--- config.mk ---
export PLATFORM = sky130hd
export DESIGN_NAME = ram_1p_pattern_tester
export DESIGN_NICKNAME = d
export VERILOG_FILES = /design/src/rtl/ram_1p_pattern_tester.sv
export SDC_FILE = /design/constraint.sdc
export NUM_CORES = 1
export LEC_CHECK = 0
export ABC_CLOCK_PERIOD_IN_PS = 4510
export BUFFER_PORTS_ARGS = -buffer_cell sky130_fd_sc_hd__buf_2
export CAP_MARGIN = 25
export CORE_MARGIN = 8
export CORE_UTILIZATION = 59
export CTS_CLUSTER_DIAMETER = 200
export DETAILED_ROUTE_END_ITERATION = 7
export PLACE_DENSITY = 0.85
export SLEW_MARGIN = 0
export SYNTH_ARGS = -nofsm -noshare
export SYNTH_HDL_FRONTEND = slang
export SYNTH_SLANG_ARGS = --single-unit
--- constraint.sdc ---
create_clock -name clk_i -period 4.51 [get_ports clk_i]
set_input_delay 0.451 -clock clk_i [delete_from_list [all_inputs] [get_ports clk_i]]
set_output_delay 0.451 -clock clk_i [all_outputs]
set_load 0.05 [all_outputs]
--- src/rtl/ram_1p_pattern_tester.sv ---
// Single-port SRAM self-test initiator: writes a seeded incrementing pattern over a
// wrapping address window, reads it back, and reports error count and first failing address.
module ram_1p_pattern_tester #(
    parameter int  Width = 32,
    parameter int  Depth = 128,
    localparam int Aw    = $clog2(Depth)
) (
    input  logic             clk_i,
    input  logic             rst_i,
    input  logic             start_i,
    input  logic [Aw-1:0]    base_i,
    input  logic [Aw:0]      len_i,
    input  logic [Width-1:0] seed_i,
    output logic             busy_o,
    output logic             done_o,
    output logic             pass_o,
    output logic [Aw:0]      err_cnt_o,
    output logic             first_err_valid_o,
    output logic [Aw-1:0]    first_err_addr_o,
    output logic             mem_req_o,
    output logic             mem_write_o,
    output logic [Aw-1:0]    mem_addr_o,
    output logic [Width-1:0] mem_wdata_o,
    input  logic             mem_rvalid_i,
    input  logic [Width-1:0] mem_rdata_i
);

    localparam logic [Aw:0]      DEPTH_LEN = (Aw+1)'(Depth);
    localparam logic [Aw:0]      LEN_ONE   = (Aw+1)'(1);
    localparam logic [Aw-1:0]    LAST_ADDR = Aw'(Depth - 1);
    localparam logic [Aw-1:0]    ADDR_ONE  = Aw'(1);
    localparam logic [Width-1:0] PAT_ONE   = Width'(1);

    typedef enum logic [2:0] {
        IDLE  = 3'd0,
        WRITE = 3'd1,
        READ  = 3'd2,
        DRAIN = 3'd3,
        DONE  = 3'd4
    } state_t;

    state_t           state_q, state_d;
    logic [Aw:0]      k_q, k_d;
    logic [Aw-1:0]    addr_q, addr_d;
    logic [Width-1:0] pat_q, pat_d;
    logic [Aw-1:0]    base_q, base_d;
    logic [Aw:0]      len_q, len_d;
    logic [Width-1:0] seed_q, seed_d;
    logic             pend_vld_q, pend_vld_d;
    logic [Aw-1:0]    pend_addr_q, pend_addr_d;
    logic [Width-1:0] pend_exp_q, pend_exp_d;
    logic [Aw:0]      err_cnt_q, err_cnt_d;
    logic             first_err_valid_q, first_err_valid_d;
    logic [Aw-1:0]    first_err_addr_q, first_err_addr_d;
    logic             pass_q, pass_d;
    logic [Aw-1:0]    addr_next;
    logic             last_k;

    // Explicit compare-and-wrap keeps non-power-of-2 depths correct.
    assign addr_next = (addr_q == LAST_ADDR) ? '0 : addr_q + ADDR_ONE;
    assign last_k    = (k_q == len_q - LEN_ONE);

    always_comb begin
        state_d           = state_q;
        k_d               = k_q;
        addr_d            = addr_q;
        pat_d             = pat_q;
        base_d            = base_q;
        len_d             = len_q;
        seed_d            = seed_q;
        pend_vld_d        = (state_q == READ);
        pend_addr_d       = addr_q;
        pend_exp_d        = pat_q;
        err_cnt_d         = err_cnt_q;
        first_err_valid_d = first_err_valid_q;
        first_err_addr_d  = first_err_addr_q;
        pass_d            = pass_q;

        // Responses without a pending read (write acks, stale data) fall through here.
        if (mem_rvalid_i && pend_vld_q && (mem_rdata_i != pend_exp_q)) begin
            err_cnt_d = err_cnt_q + LEN_ONE;
            if (!first_err_valid_q) begin
                first_err_valid_d = 1'b1;
                first_err_addr_d  = pend_addr_q;
            end
        end

        case (state_q)
            IDLE: begin
                if (start_i) begin
                    base_d            = base_i;
                    seed_d            = seed_i;
                    len_d             = (len_i > DEPTH_LEN) ? DEPTH_LEN : len_i;
                    k_d               = '0;
                    addr_d            = base_i;
                    pat_d             = seed_i;
                    err_cnt_d         = '0;
                    first_err_valid_d = 1'b0;
                    first_err_addr_d  = '0;
                    pass_d            = (len_i == '0);
                    state_d           = (len_i == '0) ? DONE : WRITE;
                end
            end
            WRITE, READ: begin
                if (last_k) begin
                    k_d     = '0;
                    addr_d  = base_q;
                    pat_d   = seed_q;
                    state_d = (state_q == WRITE) ? READ : DRAIN;
                end else begin
                    k_d    = k_q + LEN_ONE;
                    addr_d = addr_next;
                    pat_d  = pat_q + PAT_ONE;
                end
            end
            DRAIN: begin
                pass_d  = (err_cnt_d == '0);
                state_d = DONE;
            end
            DONE:    state_d = IDLE;
            default: state_d = IDLE;
        endcase
    end

    always_ff @(posedge clk_i) begin
        if (rst_i) begin
            state_q           <= IDLE;
            k_q               <= '0;
            addr_q            <= '0;
            pat_q             <= '0;
            pend_vld_q        <= 1'b0;
            err_cnt_q         <= '0;
            first_err_valid_q <= 1'b0;
            first_err_addr_q  <= '0;
            pass_q            <= 1'b0;
        end else begin
            state_q           <= state_d;
            k_q               <= k_d;
            addr_q            <= addr_d;
            pat_q             <= pat_d;
            pend_vld_q        <= pend_vld_d;
            err_cnt_q         <= err_cnt_d;
            first_err_valid_q <= first_err_valid_d;
            first_err_addr_q  <= first_err_addr_d;
            pass_q            <= pass_d;
        end
    end

    // Run parameters and pending-read data only matter while their valid/state is set.
    always_ff @(posedge clk_i) begin
        base_q      <= base_d;
        len_q       <= len_d;
        seed_q      <= seed_d;
        pend_addr_q <= pend_addr_d;
        pend_exp_q  <= pend_exp_d;
    end

    assign busy_o            = (state_q == WRITE) || (state_q == READ) || (state_q == DRAIN);
    assign done_o            = (state_q == DONE);
    assign pass_o            = pass_q;
    assign err_cnt_o         = err_cnt_q;
    assign first_err_valid_o = first_err_valid_q;
    assign first_err_addr_o  = first_err_addr_q;
    assign mem_req_o         = (state_q == WRITE) || (state_q == READ);
    assign mem_write_o       = (state_q == WRITE);
    assign mem_addr_o        = addr_q;
    assign mem_wdata_o       = pat_q;

endmodule

==> summary.txt <==
Power
  • Maximum vdd drop: 0.547 mV
  • Static Leak: 3.28 nW
  • Pwr Total: 3.60 mW
  • PwrDens: 433 nW/um2

Timing
  • Worst rel slew slack: 0.363
  • Clk_skew: 7.24 ps
  • Final setup viols: 0
  • Part of the cycle the worst path needs: 0.769
  • Final setup TNS: 0 ps
  • Least-Margin Pin Slew: 953 ps
  • Max Slew Vio Count: 0
  • Fmax: 288 MHz
  • Hold Vio Cnt, Final: 0
  • Minimum clock period: 3470 ps
  • RSZ-0062 raised after global routing: false

Place
  • Hpwl dp: 12.9 mm
  • PortBufs: 142
  • Post-place instance area: 7690 um2
  • RD Place Congestion: 0.861

Routing
  • DRC: 0
  • Vias: 5888
  • Number of detailed-route iterations in the first pass: 5
  • Routed WL: 18.9 mm
  • Vias per cell: 6.10
  • 1st-iter DRT viols: 546
  • Wire per inst: 19.5 um
  • Post-route ant nets: 0

Synth
  • Post-synthesis cell area: 6910 um2
  • Post-synthesis cell count: 682
  • Count of unique library cells instantiated by Yosys: 54
  • Most frequent cell after synthesis: dfxtp_1
  • Synth top area share: 0.310
  • Post-synth ARST share: 0
  • Number of synthesized flops with an enable pin: 47
  • Area contributors post-synth: dfxtp_1 31%, edfxtp_1 20%, xnor2_1 6.8%, nand2_1 5.2%, o311a_1 4.5%
  • Sequential area share after synthesis: 0.514
  • Net Count, Synth: 770
  • Synth area leader: dfxtp_1
  • Ys flop type: dfxtp_1
  • Syn_area_per_cell: 10.1 um2
  • Post-synth top cells: 107 x dfxtp_1, 96 x nand2_1, 55 x nand3_1
  • Ys Warns: 0
  • Register bit total from synthesis: 154

Finish
  • Antenna Cells: 0
  • Post-route cell area: 8310 um2
  • Fin nets: 898
  • Post-layout util: 0.727
  • Layout cells sized above 1: 0.235
  • Area grow syn2layout: 20.2%

Floorplan
  • IO Count: 143
  • Core Area: 11400 um2
  • Height of the die: 124 um
  • Initial Util: 0.605
  • Die area: 15400 um2
  • Die X: 124 um
  • Row count: 39

Clock tree
  • Worst skew pair latency: 430 ps
  • Clk slew on worst S/H paths: 60 ps
  • CTS tree: done
  • Post CTS Setup Buffer Count: 0
  • Num CTS Buffers: 17
  • Sink Count: 154
  • Number of H-tree levels: 4
  • PostCTS Resize Cnt: 0
  • CTS root buffer: clkbuf_16
  • Maximum clock insertion buffer count: 2
  • Hold Buf Count CTS: 0

Setup path
  • Crit. End Element: register
  • Required @ worst endpoint: 4860 ps
  • R2R depth: 10
  • Startpoint types: register
  • CP Max Fanout: 45
  • FF-to-FF setup slack: 1040 ps
  • WS Path Type: reg2reg
  • Crit path DAT: 3820 ps

Outcome
  • Outcome: completed

Flow run
  • Max-cap violations: 0

Worst hold path
  • Hold depth: 1
  • Worst hold path type: in2reg

GRT
  • Total GRT Usage: 0.241
  • Global-route wire length before repair: 30.2 mm
  • Vias in the first global route: 6030
  • Initial antenna violation count: 0
  • Largest net degree at the start of global routing: 74
  • Total grt overflow: 0
==> where the power goes <==
group | switching (mW) | internal [mW] | leakage (nW) | total, mW
Clock | 0.564 | 0.931 | 0.297 | 1.49
Combinational | 0.323 | 0.166 | 1.66 | 0.489
Sequential | 0.0882 | 1.53 | 1.33 | 1.61
==> critical path: stages (launching register included) <==
cell and delay [ps]:
edfxtp_1 450, inv_1 110, ha_1 200, or3b_4 410
or4_4 510, a2111oi_4 420, o211ai_4 370, buf_4 410
nor4b_1 300, a31oi_1 60, o21ai_0 100
==> per-stage QoR <==
step,hold slack (ps),std cells,setup slack (ps)
2_1_floorplan,441,682,1540
3_3_place_gp,399,933,1260
3_5_place_dp,398,934,1060
4_1_cts,191,966,1040
5_1_grt,187,966,829
6_report,207,966,1040
==> sequential cells by signal, indices dropped and copies added (netlist names), 3 cells and up <==
| signal | flops |
|---|---|
| base_q | 7 |
| err_cnt_o | 8 |
| len_q | 8 |
| first_err_addr_o | 7 |
| pend_addr_q | 7 |
| k_q | 8 |
| state_q | 3 |
| mem_addr_o | 7 |
| seed_q | 32 |
| pend_exp_q | 32 |
| mem_wdata_o | 32 |
==> final cells by class <==
type | count | area (um2)
Multi-Input combinational cell | 481 | 3150
Clock buffer | 18 | 439
Fill cell | 834 | 3110
Clock inverter | 14 | 176
Inverter | 8 | 30.0
Sequential cell | 154 | 3550
Tap cell | 143 | 179
Timing Repair Buffer | 148 | 776
==> placed cells by master (no fill, tap or decap), types with 3 or more instances in the layout <==
master and n:
nand3_1 55, and3_1 13, xor2_1 34, buf_2 142
xnor2_1 54, o211ai_1 3, nand2_1 96, clkbuf_16 17
nor2b_1 9, inv_1 6, a21oi_1 10, nor3_1 3
buf_4 5, edfxtp_1 47, bufinv_16 4, a31oi_1 38
o21ai_0 4, nor2_1 33, a31o_2 3, mux2i_1 15
dfxtp_1 107, ha_1 5, nor4_1 6, and4_1 7
nand2b_1 5, clkinvlp_4 3, clkinv_2 4, o311a_1 31
or3_1 5, nand4_1 21
==> cell families after synthesis <==
logic type	Yosys count	synth area share
adders and majority gates	5	0.00905
AOI/OAI and AO/OA	105	0.119
buffers and inverters	47	0.0311
muxes	15	0.0217
DFF	154	0.514
xor gates and xnor gates	88	0.112
and+or+nand+nor	268	0.193
==> routing by layer <==
layer	share of wire	up-vias	global-route usage	routed length, um
li1	-	2748	-	-
met5	0	-	0	0
met3	0.087	42	0.0809	1640
met2	0.49	278	0.399	9150
met1	0.40	2820	0.281	7570
met4	0.026	0	0.0936	486
==> final timing paths <==
check | start | to
max | len_q[0]$_SDFFCE_PN0P_ | mem_wdata_o[30]$_SDFFE_PP0P_
min reg2reg | mem_wdata_o[20]$_SDFFE_PP0P_ | pend_exp_q[20]$_DFF_P_
max reg2reg | len_q[0]$_SDFFCE_PN0P_ | mem_wdata_o[30]$_SDFFE_PP0P_
min | seed_i[24] | seed_q[24]$_DFFE_PP_
Power figures use the tool's default switching activity.
